[src/rtl/ntt_pass_sequencer.sv]
// Splits a multi-level NTT command into passes of at most LOG_E levels,
// handshaking each pass with the NTT controller via start_NTT / NTT_working.
module ntt_pass_sequencer #(
  parameter int FSIZE      = 64,
  parameter int LOG_N      = 12,
  parameter int LOG_E      = 3,
  parameter int GAP_CYCLES = 2,
  parameter int RISE_TMO   = 8
) (
  input  logic                       clk,
  input  logic                       rst,
  input  logic                       cmd_valid,
  output logic                       cmd_ready,
  input  logic [FSIZE-1:0]           cmd_p,
  input  logic [$clog2(LOG_N)-1:0]   cmd_start_level,
  input  logic [$clog2(LOG_N+1)-1:0] cmd_num_levels,
  input  logic                       abort,
  output logic                       start_NTT,
  output logic [FSIZE-1:0]           p,
  output logic [$clog2(LOG_E)-1:0]   NTT_levels,
  output logic [$clog2(LOG_N)-1:0]   NTT_base_level,
  input  logic                       NTT_working,
  output logic                       busy,
  output logic [$clog2(LOG_N+1)-1:0] pass_idx,
  output logic                       done,
  output logic                       err
);

  localparam int SW = $clog2(LOG_N);
  localparam int NW = $clog2(LOG_N + 1);
  localparam int LW = $clog2(LOG_E);
  localparam int TW = $clog2(RISE_TMO + 1);
  localparam int GW = $clog2(GAP_CYCLES + 2);
  localparam int XW = NW + 2;

  typedef enum logic [2:0] {
    IDLE,
    ISSUE,
    WAIT_RISE,
    WAIT_FALL,
    GAP,
    DONE
  } state_t;

  state_t          state_q, state_d;
  logic [SW-1:0]   cur_q, cur_d;
  logic [NW-1:0]   rem_q, rem_d;
  logic [TW-1:0]   tmo_q, tmo_d;
  logic [GW-1:0]   gap_q, gap_d;
  logic            abort_q, abort_d;
  logic            errs_q, errs_d;
  logic [FSIZE-1:0] p_q, p_d;
  logic [LW-1:0]   lvl_q, lvl_d;
  logic [SW-1:0]   base_q, base_d;
  logic [NW-1:0]   pidx_q, pidx_d;
  logic            start_q, done_q, err_q, busy_q;
  logic            go_issue;
  logic [XW-1:0]   span;

  assign span = XW'(cmd_start_level) + XW'(cmd_num_levels);

  always_comb begin
    state_d  = state_q;
    cur_d    = cur_q;
    rem_d    = rem_q;
    tmo_d    = tmo_q;
    gap_d    = gap_q;
    abort_d  = abort_q | (abort & (state_q != IDLE));
    errs_d   = errs_q;
    p_d      = p_q;
    lvl_d    = lvl_q;
    base_d   = base_q;
    pidx_d   = pidx_q;
    go_issue = 1'b0;
    unique case (state_q)
      IDLE: begin
        if (cmd_valid) begin
          p_d     = cmd_p;
          cur_d   = cmd_start_level;
          rem_d   = cmd_num_levels;
          pidx_d  = '0;
          abort_d = 1'b0;
          errs_d  = 1'b0;
          if (span > XW'(LOG_N)) begin
            errs_d  = 1'b1;
            state_d = DONE;
          end else if (cmd_num_levels == '0) begin
            state_d = DONE;
          end else begin
            go_issue = 1'b1;
          end
        end
      end
      ISSUE: begin
        cur_d   = cur_q + SW'(lvl_q);
        rem_d   = rem_q - NW'(lvl_q);
        tmo_d   = '0;
        state_d = WAIT_RISE;
      end
      WAIT_RISE: begin
        if (NTT_working) begin
          state_d = WAIT_FALL;
        end else if (tmo_q == TW'(RISE_TMO - 1)) begin
          errs_d  = 1'b1;
          state_d = DONE;
        end else begin
          tmo_d = tmo_q + TW'(1);
        end
      end
      WAIT_FALL: begin
        // an abort arriving with the fall still ends the command here
        if (!NTT_working) begin
          if (rem_q == '0 || abort_d) begin
            state_d = DONE;
          end else if (GAP_CYCLES == 0) begin
            pidx_d   = pidx_q + NW'(1);
            go_issue = 1'b1;
          end else begin
            gap_d   = '0;
            state_d = GAP;
          end
        end
      end
      GAP: begin
        if (abort_d) begin
          state_d = DONE;
        end else if (gap_q == GW'(GAP_CYCLES - 1)) begin
          pidx_d   = pidx_q + NW'(1);
          go_issue = 1'b1;
        end else begin
          gap_d = gap_q + GW'(1);
        end
      end
      DONE: begin
        abort_d = 1'b0;
        errs_d  = 1'b0;
        state_d = IDLE;
      end
      default: state_d = IDLE;
    endcase
    if (go_issue) begin
      state_d = ISSUE;
      lvl_d   = (rem_d > NW'(LOG_E)) ? LW'(LOG_E) : LW'(rem_d);
      base_d  = cur_d;
    end
  end

  always_ff @(posedge clk or posedge rst) begin
    if (rst) begin
      state_q <= IDLE;
      cur_q   <= '0;
      rem_q   <= '0;
      tmo_q   <= '0;
      gap_q   <= '0;
      abort_q <= 1'b0;
      errs_q  <= 1'b0;
      p_q     <= '0;
      lvl_q   <= '0;
      base_q  <= '0;
      pidx_q  <= '0;
      start_q <= 1'b0;
      done_q  <= 1'b0;
      err_q   <= 1'b0;
      busy_q  <= 1'b0;
    end else begin
      state_q <= state_d;
      cur_q   <= cur_d;
      rem_q   <= rem_d;
      tmo_q   <= tmo_d;
      gap_q   <= gap_d;
      abort_q <= abort_d;
      errs_q  <= errs_d;
      p_q     <= p_d;
      lvl_q   <= lvl_d;
      base_q  <= base_d;
      pidx_q  <= pidx_d;
      start_q <= (state_d == ISSUE);
      done_q  <= (state_d == DONE);
      err_q   <= (state_d == DONE) & (errs_d | abort_d);
      busy_q  <= (state_d != IDLE);
    end
  end

  assign cmd_ready      = (state_q == IDLE);
  assign start_NTT      = start_q;
  assign p              = p_q;
  assign NTT_levels     = lvl_q;
  assign NTT_base_level = base_q;
  assign busy           = busy_q;
  assign pass_idx       = pidx_q;
  assign done           = done_q;
  assign err            = err_q;

endmodule

[config.mk]
export PLATFORM = sky130hd
export DESIGN_NAME = ntt_pass_sequencer
export DESIGN_NICKNAME = d
export VERILOG_FILES = /design/src/rtl/ntt_pass_sequencer.sv
export SDC_FILE = /design/constraint.sdc
export NUM_CORES = 1
export LEC_CHECK = 0
export CAP_MARGIN = 10
export CORE_ASPECT_RATIO = 0.7
export CORE_MARGIN = 4
export CORE_UTILIZATION = 45
export CTS_CLUSTER_DIAMETER = 200
export DETAILED_ROUTE_END_ITERATION = 8
export PLACE_DENSITY_LB_ADDON = 0.15
export SLEW_MARGIN = 20
export SYNTH_ARGS = -nofsm -noshare
export SYNTH_HDL_FRONTEND = slang
export SYNTH_SLANG_ARGS = --single-unit
[constraint.sdc]
create_clock -name clk -period 3.4 [get_ports clk]
set_input_delay 0.34 -clock clk [delete_from_list [all_inputs] [get_ports clk]]
set_output_delay 0.34 -clock clk [all_outputs]
set_load 0.005 [all_outputs]
# ---- Word-level counts from Yosys, hierarchy flattened
# Index checks and enable logic that the tools add are counted.
dict set report totals {
  reg_bits 97
  word_cells 97
}
dict set report classes {
  add_sub_neg 6
  magnitude_cmp 2
  n_eq_ne 17
  mux 40
  bitwise 4
  n_reduce_logical 13
}
# operator n
set op_table {}
lappend op_table {{case mux 4 bit (2 select lines)} 4}
lappend op_table {{2-to-1 mux 4 bit} 7}
lappend op_table {{2-to-1 mux 3 bit} 8}
lappend op_table {{!= test 2 bit (second input constant)} 8}
lappend op_table {{case mux 3 bit (5 select lines)} 1}
lappend op_table {{2-to-1 mux 1 bit} 11}
lappend op_table {{2-to-1 mux 2 bit} 5}
lappend op_table {{== test 3 bit (second input constant)} 3}
lappend op_table {{adder 4 x 1 -> 4 bit (second input constant)} 2}
lappend op_table {{zero test 4 bit} 2}
lappend op_table {{== test 3 x 1 -> 1 bit (second input constant)} 2}
lappend op_table {{== test 3 x 2 -> 1 bit (second input constant)} 2}
lappend op_table {{nonzero test 2 bit} 3}
lappend op_table {{nonzero test 3 bit} 2}
lappend op_table {{adder 4 x 4 -> 5 bit} 1}
lappend op_table {{greater-than comparator 5 x 4 -> 1 bit (second input constant)} 1}
lappend op_table {{AND reduction 5 bit} 1}
lappend op_table {{adder 4 x 2 -> 4 bit} 1}
lappend op_table {{== test 4 x 3 -> 1 bit (second input constant)} 1}
lappend op_table {{greater-than comparator 4 x 2 -> 1 bit (second input constant)} 1}
lappend op_table {{case mux 1 bit (2 select lines)} 2}
lappend op_table {{case mux 2 bit (2 select lines)} 1}
lappend op_table {{AND reduction 4 bit} 1}
lappend op_table {{subtractor 4 x 2 -> 4 bit} 1}
lappend op_table {{other kinds (9)} 11}

# ---- Longest topological paths before layout
# Gate-level depths: netlist of run 1.
dict set report logic_depth {
  depth_word 10
  mapped_depth 9
  ltp_nobuf 9
}

# ---- Least setup slack after synthesis of run 1
# No wires, ideal clock.
dict set report synth_path {
  path_kind {reg-to-reg}
  startpoint {register rem_q[0]}
  endpoint {register lvl_q[0] (netlist: NTT_levels[0])}
  setup_time_ns 0.125
  arrival_time_ns 2.011
  path_slack_ns 1.264
  stages_incl_launch_ff 10
  synth_period_minus_slack_ns 2.136
  path_cell_list {dfrtp_1 inv_1 ha_1 inv_1 fa_1 xor2_1 nor2_1 a221o_1 or3_1 mux2_2}
}
dict set report synth_via {
  elab_chain_cells 4
}
# element line
set synth_rtl {}
lappend synth_rtl {{start: declaration} 47} ;# logic [NW-1:0] rem_q, rem_d;
lappend synth_rtl {{start signal: assignment} 168} ;# rem_q <= rem_d;
lappend synth_rtl {{subtractor 4 x 2 -> 4 bit} 96} ;# rem_d = rem_q - NW'(lvl_q);
lappend synth_rtl {{case mux 4 bit (2 select lines)} 75} ;# unique case (state_q)
lappend synth_rtl {{named net rem_d[2]} 47}
lappend synth_rtl {{greater-than comparator 4 x 2 -> 1 bit} 143} ;# lvl_d = (rem_d > NW'(LOG_E)) ? LW'(LOG_E) : LW'(rem_d);
lappend synth_rtl {{2-to-1 mux 2 bit} 143}
lappend synth_rtl {{end signal: assignment} 174} ;# lvl_q <= lvl_d;
lappend synth_rtl {{end: declaration} 53} ;# logic [LW-1:0] lvl_q, lvl_d;
# The timed path passes the listed nets, and every way through them passes these cells.
# A chain may end at the register's enable or synchronous reset.

# ---- Worst setup path after layout of run 1
dict set report layout_path {
  startpoint {input port cmd_num_levels[0]}
  endpoint {register lvl_q[0] (netlist: NTT_levels[0])}
}
dict set report layout_via {
  elab_chain_cells 5
}
# element line
set layout_rtl {}
lappend layout_rtl {{start: declaration} 16} ;# input logic [$clog2(LOG_N+1)-1:0] cmd_num_levels,
lappend layout_rtl {{adder 4 x 4 -> 5 bit or zero test 4 bit (tied branches)} {60, 87}}
lappend layout_rtl {{greater-than comparator 5 x 4 -> 1 bit or 2-to-1 mux 1 bit (tied branches)} {84, 87}}
lappend layout_rtl {{2-to-1 mux 1 bit} 84} ;# if (span > XW'(LOG_N)) begin
lappend layout_rtl {{2-to-1 mux 1 bit} 77} ;# if (cmd_valid) begin
lappend layout_rtl {{case mux 1 bit (2 select lines)} 75}
# Several ways; a longest one is shown, not always the timed one.

==> results of run 1 <==
stage by stage:
stage               cell area (µm²)  util (%)  hold slack [ns]  setup WS, ns  power, W
floorplan                      4363         -           0.4454        0.5263  0.003128
global placement               6016     65.02           0.4577        0.4822  0.004287
detailed placement             6016     65.02           0.4607        0.3662  0.004375
CTS                            6291     67.99           0.4580        0.7095  0.005334
global route                   6291     67.99           0.4836        0.5557  0.005710
finish                         6291     67.99           0.4359        0.6857  0.005288
worst register-to-register path, stage by stage (launching register included):
cell and delay, ns:
dfrtp_1 0.58, or4b_2 0.73, buf_4 0.36, nand3_1 0.18, o211ai_1 0.10, a21o_1 0.21, a2bb2oi_1 0.13
final cells by class:
cell class	count	area, µm²
Multi-Input combinational cell	337	1773
Fill cell	723	2962
Tap cell	124	155.1
Clock inverter	4	28.78
Sequential cell	97	2427
Inverter	13	51.30
Timing Repair Buffer	161	1609
Clock buffer	12	246.5
cell families after synthesis:
family | after synthesis | share of synthesized area [%]
buf+inv | 37 | 3.871
fa+ha+maj | 14 | 4.531
flops | 97 | 55.64
compound gates | 50 | 7.600
mux | 9 | 2.409
xor+xnor | 3 | 0.6023
simple gates | 261 | 25.35
cell usage in the layout (no fill, tap or decap), types with 5 or more instances in the layout:
cell	synthesis	routed
inv_1	13	12
nor2_1	15	15
buf_4	0	5
nand2_1	206	206
ha_1	11	11
o21ai_0	16	16
clkbuf_16	0	9
nand3_1	7	7
clkdlybuf4s50_1	0	155
a21oi_1	8	8
dfrtp_1	97	97
metal layers:
metal | up-vias | part of all wire [%] | global-route usage (%)
met5 | - | 0 | 0
met4 | 0 | 1.1 | 3.791
met3 | 10 | 8.5 | 7.683
met2 | 160 | 45 | 32.70
met1 | 1788 | 46 | 30.07
li1 | 1828 | - | -
power by group through the flow:
stage	combinational [W]	sequential [W]	clock [W]
2_1_floorplan	0.00116	0.00197	0
3_3_place_gp	0.00229	0.00199	0
3_5_place_dp	0.00236	0.00202	0
4_1_cts	0.00237	0.00200	0.000961
5_1_grt	0.00262	0.00207	0.00101
6_report	0.00235	0.00201	0.000936
flip-flops by register name (all words and copies together) (netlist names):
signal	count
NTT_base_level	4
start_NTT	1
state_q	3
errs_q	1
abort_q	1
cur_q	4
tmo_q	4
rem_q	4
NTT_levels	2
busy	1
err	1
p	64
done	1
gap_q	2
pass_idx	4
how the worst max path moves through the flow:
stage,from,endpoint,slack [ns],depth (start not counted)
finish,cmd_num_levels[0],NTT_levels[0],0.69,8
global route,cmd_num_levels[0],NTT_base_level[1],0.56,8
CTS,cmd_num_levels[0],NTT_levels[0],0.71,8
detailed placement,cmd_num_levels[0],NTT_levels[0],0.37,8
global placement,cmd_num_levels[0],NTT_levels[0],0.48,8
floorplan,rst,NTT_base_level[0],0.53,1
==> flow_metrics.py, run 1 <==
metrics = {
    "hold_path": {
        "hold_class": "primary input to asynchronous set/reset pin",
    },
    "pwr": {
        "switchingPower_w": 0.001847,
        "swShare_pct": 34.94,
        "p_comb_share_pct": 44.4,
        "pwr_density_cell_nw_per_um2": 840.6,
        "p_int_w": 0.003441,
        "ir_drop_v": 0.0004159,
        "clkPwrFrac_pct": 17.7,
        "seqPwrFrac_pct": 37.9,
        "leakage_nw": 2.995,
    },
    "global_route": {
        "grt_pass1_vias": 3761,
        "overflow": 0,
        "grt_pass1_wl_mm": 19.73,
        "grt_usage_pct": 21.49,
        "grt_max_degree": 70,
        "antenna_found_initial": 0,
    },
    "sta": {
        "fmax_mhz": 368.4,
        "timing.setup.tns_ns": 0,
        "finalSetupViolations": 0,
        "period_needed_ns": 2.714,
        "fin_skew_ns": 0.005144,
        "final-hold-violation-count": 0,
        "final_max_slew_viol_count": 0,
        "maxSlewHeadroom_pct": 53.32,
        "tightest_slew_ns": 0.7003,
        "period_share_pct": 79.83,
        "grt_setup_unrepaired": "no",
    },
    "drt": {
        "postRouteWirelength_mm": 11.86,
        "dr.first_iter.drc_count": 315,
        "drcViolationCount": 0,
        "vias_per_cell": 5.061,
        "ant_nets": 0,
        "num_vias": 3786,
        "wl_per_cell_um": 15.86,
        "drtPass1Iterations": 4,
    },
    "cts": {
        "clkLatencyLatePin_ns": 0.33,
        "post_cts_resized": 0,
        "root_buffer": "clkbuf_16",
        "cts-buffers-inserted": 9,
        "cts_hold_buf": 0,
        "path_clk_slew_ns": 0.06,
        "clock_sinks": 97,
        "cts_tree": "done",
        "h-tree-depth": 3,
        "post_cts_buffers": 0,
        "max-clock-path-buffers": 2,
    },
    "flow_run": {
        "drv_cap": 0,
    },
    "yosys": {
        "synth_top_area_share_pct": 55.64,
        "syn_inst": 471,
        "synth_flop_cell": "dfrtp_1",
        "synthArstFlopShare_pct": 100.0,
        "synth_nets": 562,
        "synth_area_leaders": "dfrtp_1, nand2_1, ha_1, o21ai_0, fa_1",
        "synth.distinct_cells": 55,
        "synth_area_um2": 4363,
        "synth_common_cells": "nand2_1, dfrtp_1, o21ai_0",
        "yosysWarnings": 0,
        "yosysTopAreaCell": "dfrtp_1",
        "ys_ff_latch": 97,
        "synth.most_common_cell": "nand2_1",
        "synth.avg_cell_area_um2": 9.263,
        "synth_seq_area_share_pct": 55.64,
        "synth-edff-count": 0,
    },
    "worst_setup_path": {
        "r2r_end": "err",
        "path_delay_family": "compound AO/OA/AOI/OAI gates",
        "critPathMaxFanout": 8,
        "rr_worst_depth": 6,
        "r2r_start": "state_q[1]",
        "endpoint_kind": "flip-flop",
        "required_ns": 3.62,
        "crit_chain": "clkdlybuf4s50_1 > ha_1 > inv_1 > fa_1 > xor2_1 > a211oi_1 > o31a_1 > mux2_2",
        "critPathKind": "primary input to flip-flop",
        "start_kind": "primary input",
        "r2r_slack_ns": 0.98,
        "cpPeakStageDelay_ns": 0.53,
        "cp_slowest_cell": "clkdlybuf4s50_1",
        "cp_data_arrival_time_ns": 2.93,
        "critPathBufInv": 2,
    },
    "die": {
        "placementRows": 29,
        "fp.dieW_um": 125.7,
        "fp.dieH_um": 90.38,
        "floorplan.die_area_um2": 11360,
        "core_area_um2": 9253,
        "start_util_pct": 47.15,
        "io_pins": 156,
    },
    "placement": {
        "port_buffers": 155,
        "placedCellCount": 732,
        "dp_hpwl_mm": 8.774,
        "gp_congestion": 0.9166,
    },
    "finish": {
        "n_antenna_cell": 0,
        "drive_gt1_share_pct": 5.128,
        "nets": 710,
        "fin_cells": 748,
        "area_growth_pct": 44.19,
    },
    "run_status": {
        "outcome": "complete, no violations",
    },
}
Note: power is estimated with default switching activity, not from simulation.
==> run 2, diff against run 1 <==
Clock period 3.4 ns to 2.77 ns, I/O delays scaled along.
==> run 2 against run 1 <==
Against the previous run:
- via count grew 0.24%
- sequential power grew 21%
- non-clock buffer count grew 7
- clock skew grew 0.0013 ns
- register-to-register slack lost 0.53 ns
- clock power grew 30%
- routed wire length grew 0.41%
- design area grew 1.1%
- die area is the same
- critical endpoint is now NTT_base_level[3]
- highest routed layer unchanged
==> flow_metrics.py, run 2 (synthesis gave the netlist of run 1 again) <==
metrics = {
    "placement": {
        "port_buffers": 155,
        "dp_hpwl_mm": 8.694,
        "gp_congestion": 0.8270,
        "pre_cts_ws_ns": 0.05974,
    },
    "worst_setup_path": {
        "cp_slowest_cell": "clkdlybuf4s50_1",
        "critPathBufInv": 3,
        "start_kind": "primary input",
        "path_delay_family": "buffers and inverters",
        "cp_data_arrival_time_ns": 2.58,
        "crit_chain": "clkdlybuf4s50_1 > ha_1 > inv_1 > fa_1 > xor2_1 > a211oi_1 > o31a_1 > buf_4 > mux2_1",
        "required_ns": 2.98,
        "cpPeakStageDelay_ns": 0.49,
        "endpoint_kind": "flip-flop",
        "critPathMaxFanout": 6,
        "critPathKind": "primary input to flip-flop",
    },
    "die": {
        "floorplan.die_area_um2": 11360,
        "fp.dieW_um": 125.7,
        "placementRows": 29,
        "fp.dieH_um": 90.38,
        "start_util_pct": 47.15,
        "io_pins": 156,
        "core_area_um2": 9253,
    },
    "global_route": {
        "grt_usage_pct": 20.91,
        "grt_pass1_vias": 3656,
        "overflow": 0,
        "antenna_found_initial": 0,
        "grt_pass1_wl_mm": 19.12,
        "grt_max_degree": 98,
    },
    "finish": {
        "drive_gt1_share_pct": 6.349,
        "fin_util_pct": 68.74,
        "n_antenna_cell": 0,
        "nets": 717,
        "area_growth_pct": 45.77,
        "final_cell_mix": "nand2_1, clkdlybuf4s50_1, dfrtp_1, o21ai_0, nor2_1",
        "final_common_cell": "nand2_1",
        "largest_register_ffs": 64,
    },
    "cts": {
        "max-clock-path-buffers": 2,
        "cts_tree": "done",
        "clkLatencyLatePin_ns": 0.34,
        "post_cts_resized": 0,
        "h-tree-depth": 3,
        "cts_hold_buf": 0,
        "root_buffer": "clkbuf_16",
        "clock_sinks": 97,
        "path_clk_slew_ns": 0.07,
        "cts-buffers-inserted": 9,
        "post_cts_buffers": 0,
    },
    "drt": {
        "wl_per_cell_um": 15.80,
        "num_vias": 3795,
        "drcViolationCount": 0,
        "vias_per_cell": 5.033,
        "postRouteWirelength_mm": 11.91,
        "ant_nets": 0,
        "dr.first_iter.drc_count": 183,
        "drtPass1Iterations": 4,
    },
    "pwr": {
        "pwr_density_cell_nw_per_um2": 1045,
        "switchingPower_w": 0.002318,
        "p_comb_share_pct": 44.9,
        "swShare_pct": 34.88,
        "p_int_w": 0.004328,
        "ir_drop_v": 0.0004719,
        "total_power_w": 0.006647,
        "clkPwrFrac_pct": 18.4,
        "seqPwrFrac_pct": 36.6,
        "leakage_nw": 3.037,
    },
    "sta": {
        "fmax_mhz": 422.9,
        "tightest_slew_ns": 0.6002,
        "timing.setup.tns_ns": 0,
        "maxSlewHeadroom_pct": 59.56,
        "period_share_pct": 85.37,
        "finalSetupViolations": 0,
        "hold_ws_ns": 0.4170,
        "period_needed_ns": 2.365,
        "final-hold-violation-count": 0,
        "fin_skew_ns": 0.006412,
        "fin_ws_ns": 0.4053,
        "grt_setup_unrepaired": "no",
        "final_max_slew_viol_count": 0,
    },
    "hold_path": {
        "hold_class": "primary input to asynchronous set/reset pin",
    },
    "flow_run": {
        "drv_cap": 0,
    },
    "run_status": {
        "outcome": "complete, no violations",
    },
}
run 2: cell types whose count changed in the layout (fill, tap and decap cells not counted), sizes merged:
cell / before / now
buf: 6 / 13
clkbuf: 12 / 9
bufinv: 0 / 1
inv: 13 / 14
run 2: area by class of cell:
cell class	instances	area, µm²
sequential	97	2427
inverter	13	52.55
multi-input combinational	337	1773
timing repair buffer	168	1662
clock buffer	9	225.2
fill	723	2893
clock inverter	6	65.06
tap	124	155.1
run 2: layer usage:
metal	GRT usage (%)	vias up	share of wire, %
met5	0	-	0
met4	2.437	0	0.37
met3	7.033	6	6.9
met2	31.81	134	45
met1	30.12	1812	48
li1	-	1843	-
run 2: worst reg2reg max path: cells and delay by family, from the launching register on:
kind / cells / cell delay (ns)
compound gates: 1 / 0.31
xor+xnor: 1 / 0.14
fa+ha+maj: 2 / 0.57
buf+inv: 1 / 0.05
flops: 1 / 0.45
mux: 1 / 0.26
simple gates: 2 / 0.42
run 2: power groups by stage:
| stage | combinational [W] | sequential (W) | clock (W) |
|---|---|---|---|
| 2_1_floorplan | 0.00142 | 0.00242 | 0 |
| 3_3_place_gp | 0.00291 | 0.00243 | 0 |
| 3_5_place_dp | 0.00300 | 0.00245 | 0 |
| 4_1_cts | 0.00301 | 0.00243 | 0.00126 |
| 5_1_grt | 0.00329 | 0.00251 | 0.00132 |
| 6_report | 0.00299 | 0.00244 | 0.00122 |
run 2: path summary, 6_finish.rpt:
kind                                      to  slack [ns]  cells past startpoint          startpoint
max                        NTT_base_level[3]        0.41                      9  cmd_start_level[0]
min                                     p[0]        0.42                      3                 rst
max reg2reg                    NTT_levels[0]        0.45                      8       NTT_levels[0]
min reg2reg                            p[57]        0.47                      2               p[57]
max in group asynchronous              p[39]        1.93                      3                 rst
min in group clk                       p[57]        0.47                      3           cmd_p[57]
run 2: per-stage QoR:
step	cells	area [µm²]
final	754	6360
after global routing	754	6360
after CTS	754	6360
after detailed placement	739	6070
after global placement	739	6070
after floorplan	471	4367
